**src/rtl/snake_pkg.sv**
```systemverilog
// Shared types and helpers for the snake body controller and its next-head logic.
package snake_pkg;

    typedef enum logic [1:0] {
        UP    = 2'b00,
        DOWN  = 2'b01,
        LEFT  = 2'b10,
        RIGHT = 2'b11
    } dir_t;

    // Cell coordinate packed as {x[3:0], y[3:0]}
    typedef logic [7:0] coord_t;

    localparam logic [3:0] GRID_MAX = 4'd15;

    function automatic dir_t opposite(input dir_t d);
        dir_t r;
        case (d)
            UP:      r = DOWN;
            DOWN:    r = UP;
            LEFT:    r = RIGHT;
            default: r = LEFT;
        endcase
        return r;
    endfunction

endpackage

```
**src/rtl/snake_body_ctrl_if.sv**
```systemverilog
// Control/status bundle between the game FSM (master) and the snake body controller (slave).
interface snake_body_ctrl_if #(
    parameter int MAX_LENGTH = 50
) ();
    import snake_pkg::*;

    logic   move_tick;
    dir_t   direction;
    logic   grow;
    logic   restart;
    coord_t body [MAX_LENGTH];
    logic [7:0] curr_length;
    logic   dead;
    logic   moved;

    modport master (
        output move_tick, direction, grow, restart,
        input  body, curr_length, dead, moved
    );

    modport slave (
        input  move_tick, direction, grow, restart,
        output body, curr_length, dead, moved
    );

endinterface

```
**src/rtl/snake_next_head.sv**
```systemverilog
// Combinational next-head computation with wall detection; the grid does not wrap.
module snake_next_head
    import snake_pkg::*;
(
    input  coord_t head,
    input  dir_t   dir,
    output coord_t next_head,
    output logic   wall_hit
);

    logic [3:0] x;
    logic [3:0] y;

    assign x = head[7:4];
    assign y = head[3:0];

    always_comb begin
        next_head = head;
        wall_hit  = 1'b0;
        case (dir)
            UP: begin
                if (y == 4'd0) wall_hit = 1'b1;
                else           next_head = {x, y - 4'd1};
            end
            DOWN: begin
                if (y == GRID_MAX) wall_hit = 1'b1;
                else               next_head = {x, y + 4'd1};
            end
            LEFT: begin
                if (x == 4'd0) wall_hit = 1'b1;
                else           next_head = {x - 4'd1, y};
            end
            default: begin
                if (x == GRID_MAX) wall_hit = 1'b1;
                else               next_head = {x + 4'd1, y};
            end
        endcase
    end

endmodule

```
**src/rtl/snake_body_ctrl.sv**
```systemverilog
// Owns the snake segment list: advances, grows and kills the snake on move ticks.
// MAX_LENGTH must match the MAX_LENGTH of the connected interface instance.
module snake_body_ctrl
    import snake_pkg::*;
#(
    parameter int           MAX_LENGTH  = 50,
    parameter int           INIT_LENGTH = 2,
    parameter logic [7:0]   START_HEAD  = 8'h88
) (
    input  logic              clk,
    input  logic              nrst,
    snake_body_ctrl_if.slave  bus
);

    localparam logic [0:0] ST_RUN  = 1'b0;
    localparam logic [0:0] ST_DEAD = 1'b1;

    logic [0:0] state_q;
    coord_t     body_q [MAX_LENGTH];
    logic [7:0] len_q;
    logic       moved_q;
    logic       grow_pending_q;
    dir_t       last_dir_q;

    dir_t       eff_dir;
    coord_t     next_head;
    logic       wall_hit;
    logic       growing;
    logic       grow_eff;
    logic [7:0] limit;
    logic       self_hit;

    function automatic coord_t init_entry(input int idx);
        coord_t c;
        if (idx == 0)
            c = START_HEAD;
        else if (idx <= INIT_LENGTH)
            c = {START_HEAD[7:4] - 4'(idx), START_HEAD[3:0]};
        else
            c = 8'h00;
        return c;
    endfunction

    // A request that reverses the current heading would fold the snake onto itself
    assign eff_dir  = (bus.direction == opposite(last_dir_q)) ? last_dir_q : bus.direction;
    assign growing  = grow_pending_q | bus.grow;
    assign grow_eff = growing && (len_q < 8'(MAX_LENGTH - 1));
    assign limit    = grow_eff ? len_q : len_q - 8'd1;

    snake_next_head u_next_head (
        .head      (body_q[0]),
        .dir       (eff_dir),
        .next_head (next_head),
        .wall_hit  (wall_hit)
    );

    // Without growth the tail cell vacates this move, so it is excluded from the check
    always_comb begin
        self_hit = 1'b0;
        for (int i = 1; i < MAX_LENGTH; i++) begin
            if ((8'(i) <= limit) && (body_q[i] == next_head))
                self_hit = 1'b1;
        end
    end

    always_ff @(posedge clk or negedge nrst) begin
        if (!nrst) begin
            state_q        <= ST_RUN;
            len_q          <= 8'(INIT_LENGTH);
            moved_q        <= 1'b0;
            grow_pending_q <= 1'b0;
            last_dir_q     <= RIGHT;
            for (int i = 0; i < MAX_LENGTH; i++)
                body_q[i] <= init_entry(i);
        end else if (bus.restart) begin
            state_q        <= ST_RUN;
            len_q          <= 8'(INIT_LENGTH);
            moved_q        <= 1'b0;
            grow_pending_q <= 1'b0;
            last_dir_q     <= RIGHT;
            for (int i = 0; i < MAX_LENGTH; i++)
                body_q[i] <= init_entry(i);
        end else if (state_q == ST_RUN) begin
            moved_q <= 1'b0;
            if (bus.grow)
                grow_pending_q <= 1'b1;
            if (bus.move_tick) begin
                if (wall_hit || self_hit) begin
                    state_q <= ST_DEAD;
                end else begin
                    for (int i = 1; i < MAX_LENGTH; i++)
                        body_q[i] <= body_q[i-1];
                    body_q[0]      <= next_head;
                    last_dir_q     <= eff_dir;
                    moved_q        <= 1'b1;
                    grow_pending_q <= 1'b0;
                    if (grow_eff)
                        len_q <= len_q + 8'd1;
                end
            end
        end else begin
            moved_q <= 1'b0;
        end
    end

    assign bus.body        = body_q;
    assign bus.curr_length = len_q;
    assign bus.dead        = (state_q == ST_DEAD);
    assign bus.moved       = moved_q;

endmodule

```
**src/flat_wrapper.sv**
```systemverilog
// flat-port wrapper written by rule: the top's interface ports become plain ports
module snake_body_ctrl_flat import snake_pkg::*;
#(
    parameter int           MAX_LENGTH  = 50,
    parameter int           INIT_LENGTH = 2,
    parameter logic [7:0]   START_HEAD  = 8'h88
)
  (clk, nrst, bus_move_tick, bus_direction, bus_grow, bus_restart, bus_body, bus_curr_length, bus_dead, bus_moved);
  snake_body_ctrl_if #(.MAX_LENGTH(MAX_LENGTH)) bus_i ();
  input  logic clk;
  input  logic nrst;
  input wire logic [$bits(bus_i.move_tick)-1:0] bus_move_tick;
  input wire logic [$bits(bus_i.direction)-1:0] bus_direction;
  input wire logic [$bits(bus_i.grow)-1:0] bus_grow;
  input wire logic [$bits(bus_i.restart)-1:0] bus_restart;
  output wire logic [$bits(bus_i.body)-1:0] bus_body;
  output wire logic [$bits(bus_i.curr_length)-1:0] bus_curr_length;
  output wire logic [$bits(bus_i.dead)-1:0] bus_dead;
  output wire logic [$bits(bus_i.moved)-1:0] bus_moved;
  assign bus_i.move_tick = bus_move_tick;
  assign bus_i.direction = bus_direction;
  assign bus_i.grow = bus_grow;
  assign bus_i.restart = bus_restart;
  assign bus_body = {>>{bus_i.body}};
  assign bus_curr_length = bus_i.curr_length;
  assign bus_dead = bus_i.dead;
  assign bus_moved = bus_i.moved;
  snake_body_ctrl #(.MAX_LENGTH(MAX_LENGTH), .INIT_LENGTH(INIT_LENGTH), .START_HEAD(START_HEAD)) u_core (.clk(clk), .nrst(nrst), .bus(bus_i));
endmodule
```
**config.mk**
```make
export PLATFORM = sky130hd
export DESIGN_NAME = snake_body_ctrl_flat
export DESIGN_NICKNAME = d
export VERILOG_FILES = /design/src/rtl/snake_pkg.sv /design/src/rtl/snake_body_ctrl_if.sv /design/src/rtl/snake_next_head.sv /design/src/rtl/snake_body_ctrl.sv /design/src/flat_wrapper.sv
export SDC_FILE = /design/constraint.sdc
export NUM_CORES = 1
export LEC_CHECK = 0
export BUFFER_PORTS_ARGS = -buffer_cell sky130_fd_sc_hd__buf_2
export CAP_MARGIN = 20
export CORE_MARGIN = 10
export CORE_UTILIZATION = 45
export DETAILED_ROUTE_END_ITERATION = 10
export PLACE_DENSITY = 0.69
export SLEW_MARGIN = 20
export SYNTH_ARGS = -nofsm -noshare
export SYNTH_HDL_FRONTEND = slang
export SYNTH_HIERARCHICAL = 1
export SYNTH_SLANG_ARGS = --single-unit
```
**constraint.sdc**
```tcl
create_clock -name clk -period 10.1 [get_ports clk]
set_clock_uncertainty 0.15 [all_clocks]
set_input_delay 0.505 -clock clk [delete_from_list [all_inputs] [get_ports clk]]
set_output_delay 0.505 -clock clk [all_outputs]
set_load 0.05 [all_outputs]
```
==> results by group <==
Outcome
  – Status: complete, no violations

Global route
  – First-pass GRT wire length: 128300 µm
  – Grt peak-use layer: met2
  – GRT Residual Overflow: 0
  – Total GRT Usage: 0.2629
  – Largest net degree at the start of global routing: 159
  – Initial antenna violation count: 0
  – Vias in the first global route: 19.39k
  – Met3 usage: 0.06310
  – Global-route met2 utilization: 0.4360
  – GR Util met1: 0.3328

Power and ir drop
  – Leakage: 15.08 nW
  – VDD IR-drop max: 0.0001402 V
  – Power per cell area: roughly 160 nW/µm²
  – Total Power Consumption: 4.421 mW

Finish
  – Final Cell Area: 28000 µm²
  – Ant. Diodes: 0
  – Most common cell after layout, fill and taps aside: buf_2
  – Layout cells sized above 1: 0.2163
  – Fin util: 0.5338
  – Filler cell count in the final layout: 4659
  – Commonest non-fill, non-tap cells in the layout: buf_2, mux2i_1, dfrtp_1, nand2b_1, xor2_1
  – Layout area overhead: 17.65%
  – Nets: 2586

Hold path
  – Hold EP: u_core/bus.dead$_DFF_PN0_
  – HP Start: bus_move_tick
  – Hold crit path type: primary input to flip-flop
  – Hold path depth: 3

Setup path
  – CP max FO: 141
  – Crit-path slowest cell: buf_12
  – CP arrival: 7.12 ns
  – Slowest stage delay, CP: 0.74 ns
  – Cell count of the worst reg-to-reg path: 16
  – Critical-path cell list: xnor2_1 > mux2_2 > nor4_1 > a2bb2oi_4 > buf_4 > buf_4 > xor2_1 > nor4_1 > nand2_1 > or4b_2 > o2111ai_1 > nor4_1 > nand4_2 > or4_4 > buf_12 > mux2i_1
  – Critical path data required time: between 10 and 15 ns
  – RR Endpoint: u_core/bus.body[207]$_DFFE_PN0P_
  – Startpoint types: flip-flop
  – Setup Crit Path Kind: flip-flop to flip-flop
  – Worst R2R Start: u_core/last_dir_q[1]$_DFFE_PN1P_
  – FF-to-FF setup slack: 3.33 ns
  – Worst setup EP type: flip-flop
  – Most frequent cell on the critical path: nor4_1

Placed design
  – Detailed Place HPWL: 61400 µm
  – IO Port Bufs: ~420
  – Post-DP Area: 26370 µm²
  – Placer Congestion: 0.9253

Synth
  – Post-Synthesis Cells: 2242
  – Post-synthesis sequential area ratio: 0.4349
  – Fraction of registers with async set/reset: 1.000
  – Top cell type's share of synthesized area: 0.4217
  – Syn_nets: 2255
  – Distinct cells, synth: 77
  – Area leader, netlist: dfrtp_1
  – Primary FF master, synth: dfrtp_1
  – Ys Warns: 6
  – Syn_area_per_cell: about 11 µm²
  – Largest cells by area after synthesis: dfrtp_1, mux2i_1, xor2_1
  – FF+latch count, synth: 413
  – Mapped cell area: 23800 µm²
  – Post-synth EDFFs: 0

Timing
  – RSZ-0062 raised after global routing: no
  – Fin crit share: 0.6706
  – Final hold viol count: 0
  – Slew HR: 0.3011
  – Setup TNS: 0 ns
  – WHS: roughly 0.060 ns
  – Worst-Margin Slew: just over 1 ns
  – Final setup vio count: 0
  – Min Tclk post-route: ~6.8 ns
  – Peak Freq: 147.6 MHz
  – Slew Viols, Final: 0

Clocking
  – Maximum root-to-sink buffer count: 3
  – CTS root buf: clkbuf_16
  – CTS tree: built
  – Post-CTS setup buffer count: 0
  – Post-CTS Resized: 0
  – CTS buffer count: 48
  – Clock sinks: 413
  – Post-CTS Hold Buffers: 1
  – Skew-Pair Late Insertion Delay: about 0.59 ns
  – H-tree depth: 2
  – Clock slew at reported path FFs: 0.06 ns

Routing
  – DRT iter0 DRCs: between 1k and 1.5k
  – Routed len/inst: 25.87 µm
  – Routed wire length: between 80000 and 90000 µm
  – DRT antenna net count: 0
  – First drt pass iteration count: 5
  – DRC: 0
  – Vias: 18.57k
  – Vias/cell: 5.636

Floorplan
  – Die Y: 250.0 µm
  – Die Span X: ~250 µm
  – Core area: 52450 µm²
  – Die footprint: 62480 µm²
  – I/O pin total: 417
  – Initial Utilization: 0.4537
  – Core Rows: 84

Job
  – Max Cap Violations: 0
[where the power goes]
group	switching [mW]	total [mW]	internal, mW
combinational	0.622	0.956	0.334
clock	0.715	1.77	1.05
sequential	0.0272	1.70	1.67
total	1.36	4.42	3.06
[Yosys cell counts (19+ instances only)]
cell	count
buf_2	53
nand4_1	34
nor4_1	79
clkbuf_1	76
nor2_1	49
nand3_1	19
mux2i_1	404
nand2_1	135
nand2b_1	322
xnor2_1	120
buf_1	22
dfrtp_1	401
o21ai_0	23
xor2_1	281
[critical path, delay by kind of cell (launching register included)]
kind	cells	cell delay [ns]
AND/OR/NAND/NOR	7	2.53
buffers and inverters	3	1.81
multiplexers	2	0.76
flip-flops	1	0.54
AO/OA/AOI/OAI	2	0.33
XOR/XNOR	2	0.27
[per-stage QoR]
stage               worst slack (ns)  cells
floorplan                      4.893   2242
global placement               3.307   3208
detailed placement             3.200   3208
CTS                            3.523   3293
global route                   3.117   3295
finish                         3.327   3295
[worst max path at each step]
stage                                      from  slack [ns]                          endpoint  cells after the start
3_3_place_gp                   bus_direction[1]        3.31  u_core/bus.body[218]$_DFFE_PN0P_                     18
2_1_floorplan                  bus_direction[1]        4.89  u_core/bus.body[384]$_DFFE_PN0P_                     20
6_report       u_core/last_dir_q[1]$_DFFE_PN1P_        3.33  u_core/bus.body[207]$_DFFE_PN0P_                     16
5_1_grt        u_core/last_dir_q[1]$_DFFE_PN1P_        3.12  u_core/bus.body[187]$_DFFE_PN0P_                     16
3_5_place_dp                   bus_direction[1]        3.20  u_core/bus.body[221]$_DFFE_PN0P_                     17
4_1_cts        u_core/last_dir_q[1]$_DFFE_PN1P_        3.52  u_core/bus.body[204]$_DFFE_PN0P_                     16
[state kept, by name (all words and copies together), names as in the netlist]
signal,flops
u_core/bus.curr_length,8
u_core/bus.dead,1
u_core/grow_pending_q,1
u_core/bus.moved,1
u_core/last_dir_q,2
u_core/bus.body,400
[layout make-up]
class	instances	area [µm²]	share of cell area
Clock buffer	70	1425	0.05091
Multi-Input combinational cell	1651	12730	0.4546
Sequential cell	413	10350	0.3697
Clock inverter	14	158.9	0.005676
Inverter	15	56.30	0.002011
Tap cell	688	860.8	0.03075
Timing Repair Buffer	444	2419	0.08639
[kinds of logic (layout without fill, tap and decap cells)]
| group | after synthesis | count (layout) | share of synthesized area |
|---|---|---|---|
| adders and majority gates | 6 | 6 | 0.003155 |
| xor gates and xnor gates | 401 | 401 | 0.1476 |
| muxes | 408 | 408 | 0.1718 |
| and+or+nand+nor | 704 | 704 | 0.1669 |
| buffers and inverters | 178 | 543 | 0.03449 |
| AOI/OAI and AO/OA | 132 | 132 | 0.04107 |
| DFF | 413 | 413 | 0.4349 |
[per-layer routing]
| metal | vias up | wire length, µm |
|---|---|---|
| li1 | 8408 | - |
| met1 | 9458 | 36040 |
| met2 | 570 | 41140 |
| met3 | 134 | 5492 |
| met4 | 0 | 2583 |
| met5 | - | 0 |
Power figures use the tool's default switching activity.
